--- config.mk ---
export PLATFORM = sky130hd
export DESIGN_NAME = wb_sel_pipe_flat
export DESIGN_NICKNAME = d
export VERILOG_FILES = /design/src/rtl/wb_sel_pipe_if.sv /design/src/rtl/wb_sel_pipe.sv /design/src/flat_wrapper.sv
export SDC_FILE = /design/constraint.sdc
export NUM_CORES = 1
export LEC_CHECK = 0
export CAP_MARGIN = 20
export CORE_UTILIZATION = 32
export DETAILED_ROUTE_END_ITERATION = 10
export PLACE_DENSITY_LB_ADDON = 0.12
export SLEW_MARGIN = 20
export SYNTH_ARGS = -nofsm -noshare
export SYNTH_HDL_FRONTEND = slang
export SYNTH_SLANG_ARGS = --single-unit
export TNS_END_PERCENT = 1
--- constraint.sdc ---
create_clock -name clk -period 2.2 [get_ports clk]
set_clock_uncertainty 0.15 [all_clocks]
set_input_delay 0.44 -clock clk [delete_from_list [all_inputs] [get_ports clk]]
set_output_delay 0.44 -clock clk [all_outputs]
set_load 0.01 [all_outputs]
--- src/rtl/wb_sel_pipe_if.sv ---
// Writeback-select bus: upstream result handshake with packed sources, downstream register-file handshake.
interface wb_sel_pipe_if #(
  parameter int WIDTH  = 32,
  parameter int NUM_IN = 4,
  parameter int SEL_W  = (NUM_IN > 2) ? $clog2(NUM_IN) : 1
);
  logic                    in_valid;
  logic                    in_ready;
  logic [SEL_W-1:0]        in_sel;
  logic [NUM_IN*WIDTH-1:0] in_data;
  logic                    out_valid;
  logic                    out_ready;
  logic [WIDTH-1:0]        out_data;
  logic                    out_err;

  modport master (
    output in_valid, in_sel, in_data, out_ready,
    input  in_ready, out_valid, out_data, out_err
  );

  modport slave (
    input  in_valid, in_sel, in_data, out_ready,
    output in_ready, out_valid, out_data, out_err
  );
endinterface

--- src/rtl/wb_sel_pipe.sv ---
// N-input writeback mux registered into a 2-entry skid buffer; 1-cycle latency, registered in_ready.
// Illegal selects produce data 0 with out_err; define WBSEL_ERRCNT_EN for a saturating illegal-select counter.
module wb_sel_pipe #(
  parameter int WIDTH  = 32,
  parameter int NUM_IN = 4,
  parameter int SEL_W  = (NUM_IN > 2) ? $clog2(NUM_IN) : 1
) (
  input  logic             clk,
  input  logic             rst_n,
  input  logic             flush,
  wb_sel_pipe_if.slave     bus,
  output logic [7:0]       err_cnt
);

  typedef enum logic [1:0] {
    EMPTY = 2'd0,
    ONE   = 2'd1,
    FULL  = 2'd2
  } cnt_e;

  cnt_e             cnt_q, cnt_d;
  logic [WIDTH-1:0] h_dat_q, h_dat_d;
  logic [WIDTH-1:0] s_dat_q, s_dat_d;
  logic             h_err_q, h_err_d;
  logic             s_err_q, s_err_d;
  logic             in_rdy_q;

  logic [WIDTH-1:0] sel_dat;
  logic             sel_err;
  logic             push;
  logic             pop;

  // Full decode over legal indices; anything unmatched falls through to 0/err.
  always_comb begin
    sel_dat = '0;
    sel_err = 1'b1;
    for (int k = 0; k < NUM_IN; k++) begin
      if (bus.in_sel == SEL_W'(k)) begin
        sel_dat = bus.in_data[k*WIDTH +: WIDTH];
        sel_err = 1'b0;
      end
    end
  end

  assign push = bus.in_valid & in_rdy_q;
  assign pop  = (cnt_q != EMPTY) & bus.out_ready;

  always_comb begin
    cnt_d   = cnt_q;
    h_dat_d = h_dat_q;
    h_err_d = h_err_q;
    s_dat_d = s_dat_q;
    s_err_d = s_err_q;
    if (flush) begin
      cnt_d = EMPTY;
    end else begin
      case (cnt_q)
        EMPTY: begin
          if (push) begin
            cnt_d   = ONE;
            h_dat_d = sel_dat;
            h_err_d = sel_err;
          end
        end
        ONE: begin
          if (push && !pop) begin
            cnt_d   = FULL;
            s_dat_d = sel_dat;
            s_err_d = sel_err;
          end else if (push && pop) begin
            h_dat_d = sel_dat;
            h_err_d = sel_err;
          end else if (pop) begin
            cnt_d = EMPTY;
          end
        end
        FULL: begin
          if (pop) begin
            cnt_d   = ONE;
            h_dat_d = s_dat_q;
            h_err_d = s_err_q;
          end
        end
        default: cnt_d = EMPTY;
      endcase
    end
  end

  always_ff @(posedge clk) begin
    if (!rst_n) begin
      cnt_q    <= EMPTY;
      h_dat_q  <= '0;
      h_err_q  <= 1'b0;
      s_dat_q  <= '0;
      s_err_q  <= 1'b0;
      in_rdy_q <= 1'b1;
    end else begin
      cnt_q    <= cnt_d;
      h_dat_q  <= h_dat_d;
      h_err_q  <= h_err_d;
      s_dat_q  <= s_dat_d;
      s_err_q  <= s_err_d;
      in_rdy_q <= (cnt_d != FULL);
    end
  end

  assign bus.in_ready  = in_rdy_q;
  assign bus.out_valid = (cnt_q != EMPTY);
  assign bus.out_data  = h_dat_q;
  assign bus.out_err   = h_err_q;

`ifdef WBSEL_ERRCNT_EN
  logic [7:0] err_cnt_q;

  // Counts every accepted illegal push, including one killed by a same-cycle flush.
  always_ff @(posedge clk) begin
    if (!rst_n) begin
      err_cnt_q <= 8'd0;
    end else if (push && sel_err && (err_cnt_q != 8'hFF)) begin
      err_cnt_q <= err_cnt_q + 8'd1;
    end
  end

  assign err_cnt = err_cnt_q;
`else
  assign err_cnt = 8'd0;
`endif

endmodule

--- src/flat_wrapper.sv ---
// flat-port wrapper written by rule: the top's interface ports become plain ports
module wb_sel_pipe_flat 
#(
  parameter int WIDTH  = 32,
  parameter int NUM_IN = 4,
  parameter int SEL_W  = (NUM_IN > 2) ? $clog2(NUM_IN) : 1
)
  (clk, rst_n, flush, err_cnt, bus_in_valid, bus_in_sel, bus_in_data, bus_out_ready, bus_in_ready, bus_out_valid, bus_out_data, bus_out_err);
  wb_sel_pipe_if #(.WIDTH(WIDTH), .NUM_IN(NUM_IN), .SEL_W(SEL_W)) bus_i ();
  input  logic clk;
  input  logic rst_n;
  input  logic flush;
  output logic [7:0] err_cnt;
  input wire logic [$bits(bus_i.in_valid)-1:0] bus_in_valid;
  input wire logic [$bits(bus_i.in_sel)-1:0] bus_in_sel;
  input wire logic [$bits(bus_i.in_data)-1:0] bus_in_data;
  input wire logic [$bits(bus_i.out_ready)-1:0] bus_out_ready;
  output wire logic [$bits(bus_i.in_ready)-1:0] bus_in_ready;
  output wire logic [$bits(bus_i.out_valid)-1:0] bus_out_valid;
  output wire logic [$bits(bus_i.out_data)-1:0] bus_out_data;
  output wire logic [$bits(bus_i.out_err)-1:0] bus_out_err;
  assign bus_i.in_valid = bus_in_valid;
  assign bus_i.in_sel = bus_in_sel;
  assign bus_i.in_data = bus_in_data;
  assign bus_i.out_ready = bus_out_ready;
  assign bus_in_ready = bus_i.in_ready;
  assign bus_out_valid = bus_i.out_valid;
  assign bus_out_data = bus_i.out_data;
  assign bus_out_err = bus_i.out_err;
  wb_sel_pipe #(.WIDTH(WIDTH), .NUM_IN(NUM_IN), .SEL_W(SEL_W)) u_core (.clk(clk), .rst_n(rst_n), .flush(flush), .bus(bus_i), .err_cnt(err_cnt));
endmodule
==> results.txt <==
----------------------------------------------------
[Logic synthesis]
  Post-synth top area share ... 38.0%
  Synthesized area ... approximately 3600 µm²
  Area contributors post-synth ... sky130_fd_sc_hd__dfxtp_1 (38%), sky130_fd_sc_hd__mux4_2 (20%), sky130_fd_sc_hd__nand2_1 (13%)
  Library cell with the largest summed area after synthesis ... sky130_fd_sc_hd__dfxtp_1
  Total of flip-flops plus latches after synthesis ... 69
  Unique cell type count in the Yosys netlist ... 32
  Mean instance size in the synthesized netlist ... 9.23 µm²
  Post-Syn Instances ... approximately 390
  Share of the yosys chip area belonging to registers ... 38.0%
  Number of warning messages in the yosys log ... 0

[STA]
  Unrepaired setup endpoints after global routing ... no
  Upper clock frequency limit ... slightly below 500 MHz
  Hold Violations, Final ... 0
  Final min period ... a little over 2 ns
  Final cycle utilization of the critical path ... 93.7%
  Final number of setup-violating endpoints ... 0
  Total negative slack ... 0 ns
  Final setup margin ... 0.139 ns
  Count of final max-slew check failures ... 0

[Setup path]
  Element type at the critical path end ... output pin
  Worst r2r src ... u_core.cnt_q[1]$_SDFF_PN0_
  CP Data Arrival Time ... 1.47 ns
  First element of the critical path ... u_core.cnt_q[1]$_SDFF_PN0_
  Worst path required time ... 1.61 ns
  Kind of start point of the critical path ... flip-flop
  Crit Path Class ... reg2out
  Critical path fanouts, max ... 6

[Placement]
  Post-Place Worst Slack ... -0.103 ns
  Post-detailed-placement cell area ... 5450 µm²
  Input/output buffers ... between 150 and 200
  Routability congestion estimate from global placement ... 0.727
  Total instance count after detailed placement ... 678
  Detailed Place HPWL ... 7.24 mm

[Power]
  Switching Power ... 0.752 mW
  Switch share ... 22.7%
  Fraction of power consumed by the clock network ... 39.2%
  Worst VDD drop ... 288 µV
  Sequential share of power ... 40.2%
  Cell-internal power ... 2.56 mW
  Leakage ... 2.05 nW
  Share of total power in combinational logic ... around a fifth
  Cell Pwr Density ... 578 nW/µm²

[CTS]
  Clock Latency Late Sink ... between 0.3 and 0.4 ns
  Deepest level of the CTS H-tree ... 3
  TritonCTS clock tree ... yes
  Number of buffers created by CTS ... 9
  Buffer depth of the longest clock path ... 2
  Hold-fix buffers, CTS ... 0
  Setup fix buffers added after clock tree synthesis ... 0
  Num Clock Sinks ... 69
  Library cell used as clock root buffer ... sky130_fd_sc_hd__clkbuf_16
  CTS clock-pin slew for the worst setup and hold paths ... 0.05 ns

[Finish]
  Signed area change from the synthesized netlist to the final layout ... 57.3%
  Commonest cells after routing, fill and taps aside ... sky130_fd_sc_hd__clkdlybuf4s50_1 (166), sky130_fd_sc_hd__nand2_1 (130), sky130_fd_sc_hd__dfxtp_1 (68), sky130_fd_sc_hd__mux4_2 (32), sky130_fd_sc_hd__a31oi_1 (32)
  Share of post-route cells with drive strength above 1 ... 12.5%
  Count of non-filler cells in the finished layout ... 692
  Final Cell Area ... 5720 µm²
  Most common library cell in the layout ignoring fill and taps ... sky130_fd_sc_hd__clkdlybuf4s50_1
  Number of antenna cells inserted ... 0
  Post-route core utilization ... 52.3%
  Final nets ... roughly 700

[Floorplan]
  Die boundary width ... 109 µm
  # IOs ... 178
  Starting density of the core ... 33.3%
  Core footprint ... 10900 µm²
  Overall die area ... between 10000 and 15000 µm²
  FP Rows ... 38
  Die extent in y ... 109 µm

[Route]
  DR vias/cell ... between 4 and 5
  Vias after detailed routing ... ~3400
  Final routed wirelength across all metal layers ... 10.1 mm
  Residual DRC count ... 0
  Post-detailed-route count of antenna-violating nets ... 0
  Number of search-and-repair iterations in the first detailed-routing pass ... 4
  Routed wirelength normalized by instance count ... 14.6 µm
  Initial drt markers ... 131

[Global route]
  Total grt overflow ... 0
  Global-route wire length before repair ... 16.2 mm
  Via count of the first global-routing pass ... 3368
  Maximum number of pins on one net before global-route repair ... 67
  Total GRT Usage ... 17.7%
  Initial antenna violation count ... 0

[Flow run]
  Max-cap violations ... 0

[Hold path]
  Hold Path Origin ... u_core.s_dat_q[2]$_SDFFE_PN0P_
  Hold WC Path Type ... reg2reg

[Outcome]
  Outcome ... finished, final reports clean

----------------------------------------------------
==> power groups by stage <==
stage	sequential, mW	clock (mW)	combinational, mW
floorplan	1.37	0	0.288
global placement	1.36	0	0.682
detailed placement	1.36	0	0.691
CTS	1.33	1.32	0.692
global route	1.34	1.38	0.740
finish	1.33	1.30	0.682
==> what timing repair did <==
action / CTS / global route
setup endpoints to repair: 0 / 1
resized for setup: 0 / 1
hold endpoints to repair: 0 / 0
==> flip-flops by register name, indices dropped and copies added (netlist names) <==
name / count
u_core.bus.out_data: 32
u_core.s_dat_q: 32
u_core.cnt_q: 2
u_core.bus.in_ready: 1
u_core.bus.out_err: 1
u_core.s_err_q: 1
==> metal layers <==
metal / vias to the layer above / track usage, % / wire [µm]
met1: 1606 / 22.0 / 4390
met4: 0 / 4.92 / 70
li1: 1690 / - / -
met5: - / 0 / 0
met2: 135 / 29.6 / 4750
met3: 6 / 5.26 / 917
==> critical path, cell delays in order, from the launching register on <==
cell	delay (ns)
sky130_fd_sc_hd__dfxtp_1	0.37
sky130_fd_sc_hd__or2_2	0.31
sky130_fd_sc_hd__clkdlybuf4s50_1	0.47
==> logic make-up after synthesis <==
group,count (synthesis),synth area share (%)
AO/OA/AOI/OAI,101,18.2
multiplexers,33,20.1
AND/OR/NAND/NOR,144,16.6
buffers and inverters,46,7.02
other,1,0.103
flip-flops,69,38.0
==> metrics by stage <==
step                total power, mW  hold WS (ns)
finish                         3.31         0.303
detailed placement             2.05         0.296
global route                   3.46         0.327
global placement               2.04         0.290
floorplan                      1.66         0.285
CTS                            3.34         0.303
==> Yosys cell counts (all sizes together) <==
| cell type | n |
|---|---|
| o21a | 1 |
| a211o | 1 |
| o21ai | 32 |
| nand3 | 1 |
| and3 | 1 |
| nand4b | 1 |
| o22a | 1 |
| nand2b | 4 |
| a21boi | 33 |
| dfxtp | 69 |
| mux2i | 1 |
| a31oi | 32 |
| conb | 1 |
| o41ai | 1 |
| clkbuf | 17 |
| nor4 | 1 |
| nor2b | 2 |
| nand2 | 130 |
| or2 | 1 |
| inv | 1 |
| nand4bb | 1 |
| buf | 28 |
| nor2 | 1 |
| or4 | 1 |
| mux4 | 32 |
==> path summary, 6_finish.rpt <==
kind | endpoint | slack (ns) | depth (start not counted)
hold reg to reg | u_core.s_dat_q[2]$_SDFFE_PN0P_ | 0.30 | 2
setup / recovery | bus_out_valid | 0.14 | 2
hold / removal | u_core.s_dat_q[2]$_SDFFE_PN0P_ | 0.30 | 2
setup reg to reg | u_core.s_dat_q[26]$_SDFFE_PN0P_ | 0.45 | 5
==> area by class of cell <==
cell class | instances | area, µm²
fillers | 1046 | 5220
multi-input cells | 286 | 2040
repair buffers | 182 | 1850
flip-flops and latches | 69 | 1380
clock buffers | 12 | 256
well taps | 140 | 175
clock inverters | 2 | 10.0
inverters | 1 | 3.75
(Power assumes the default switching activity.)
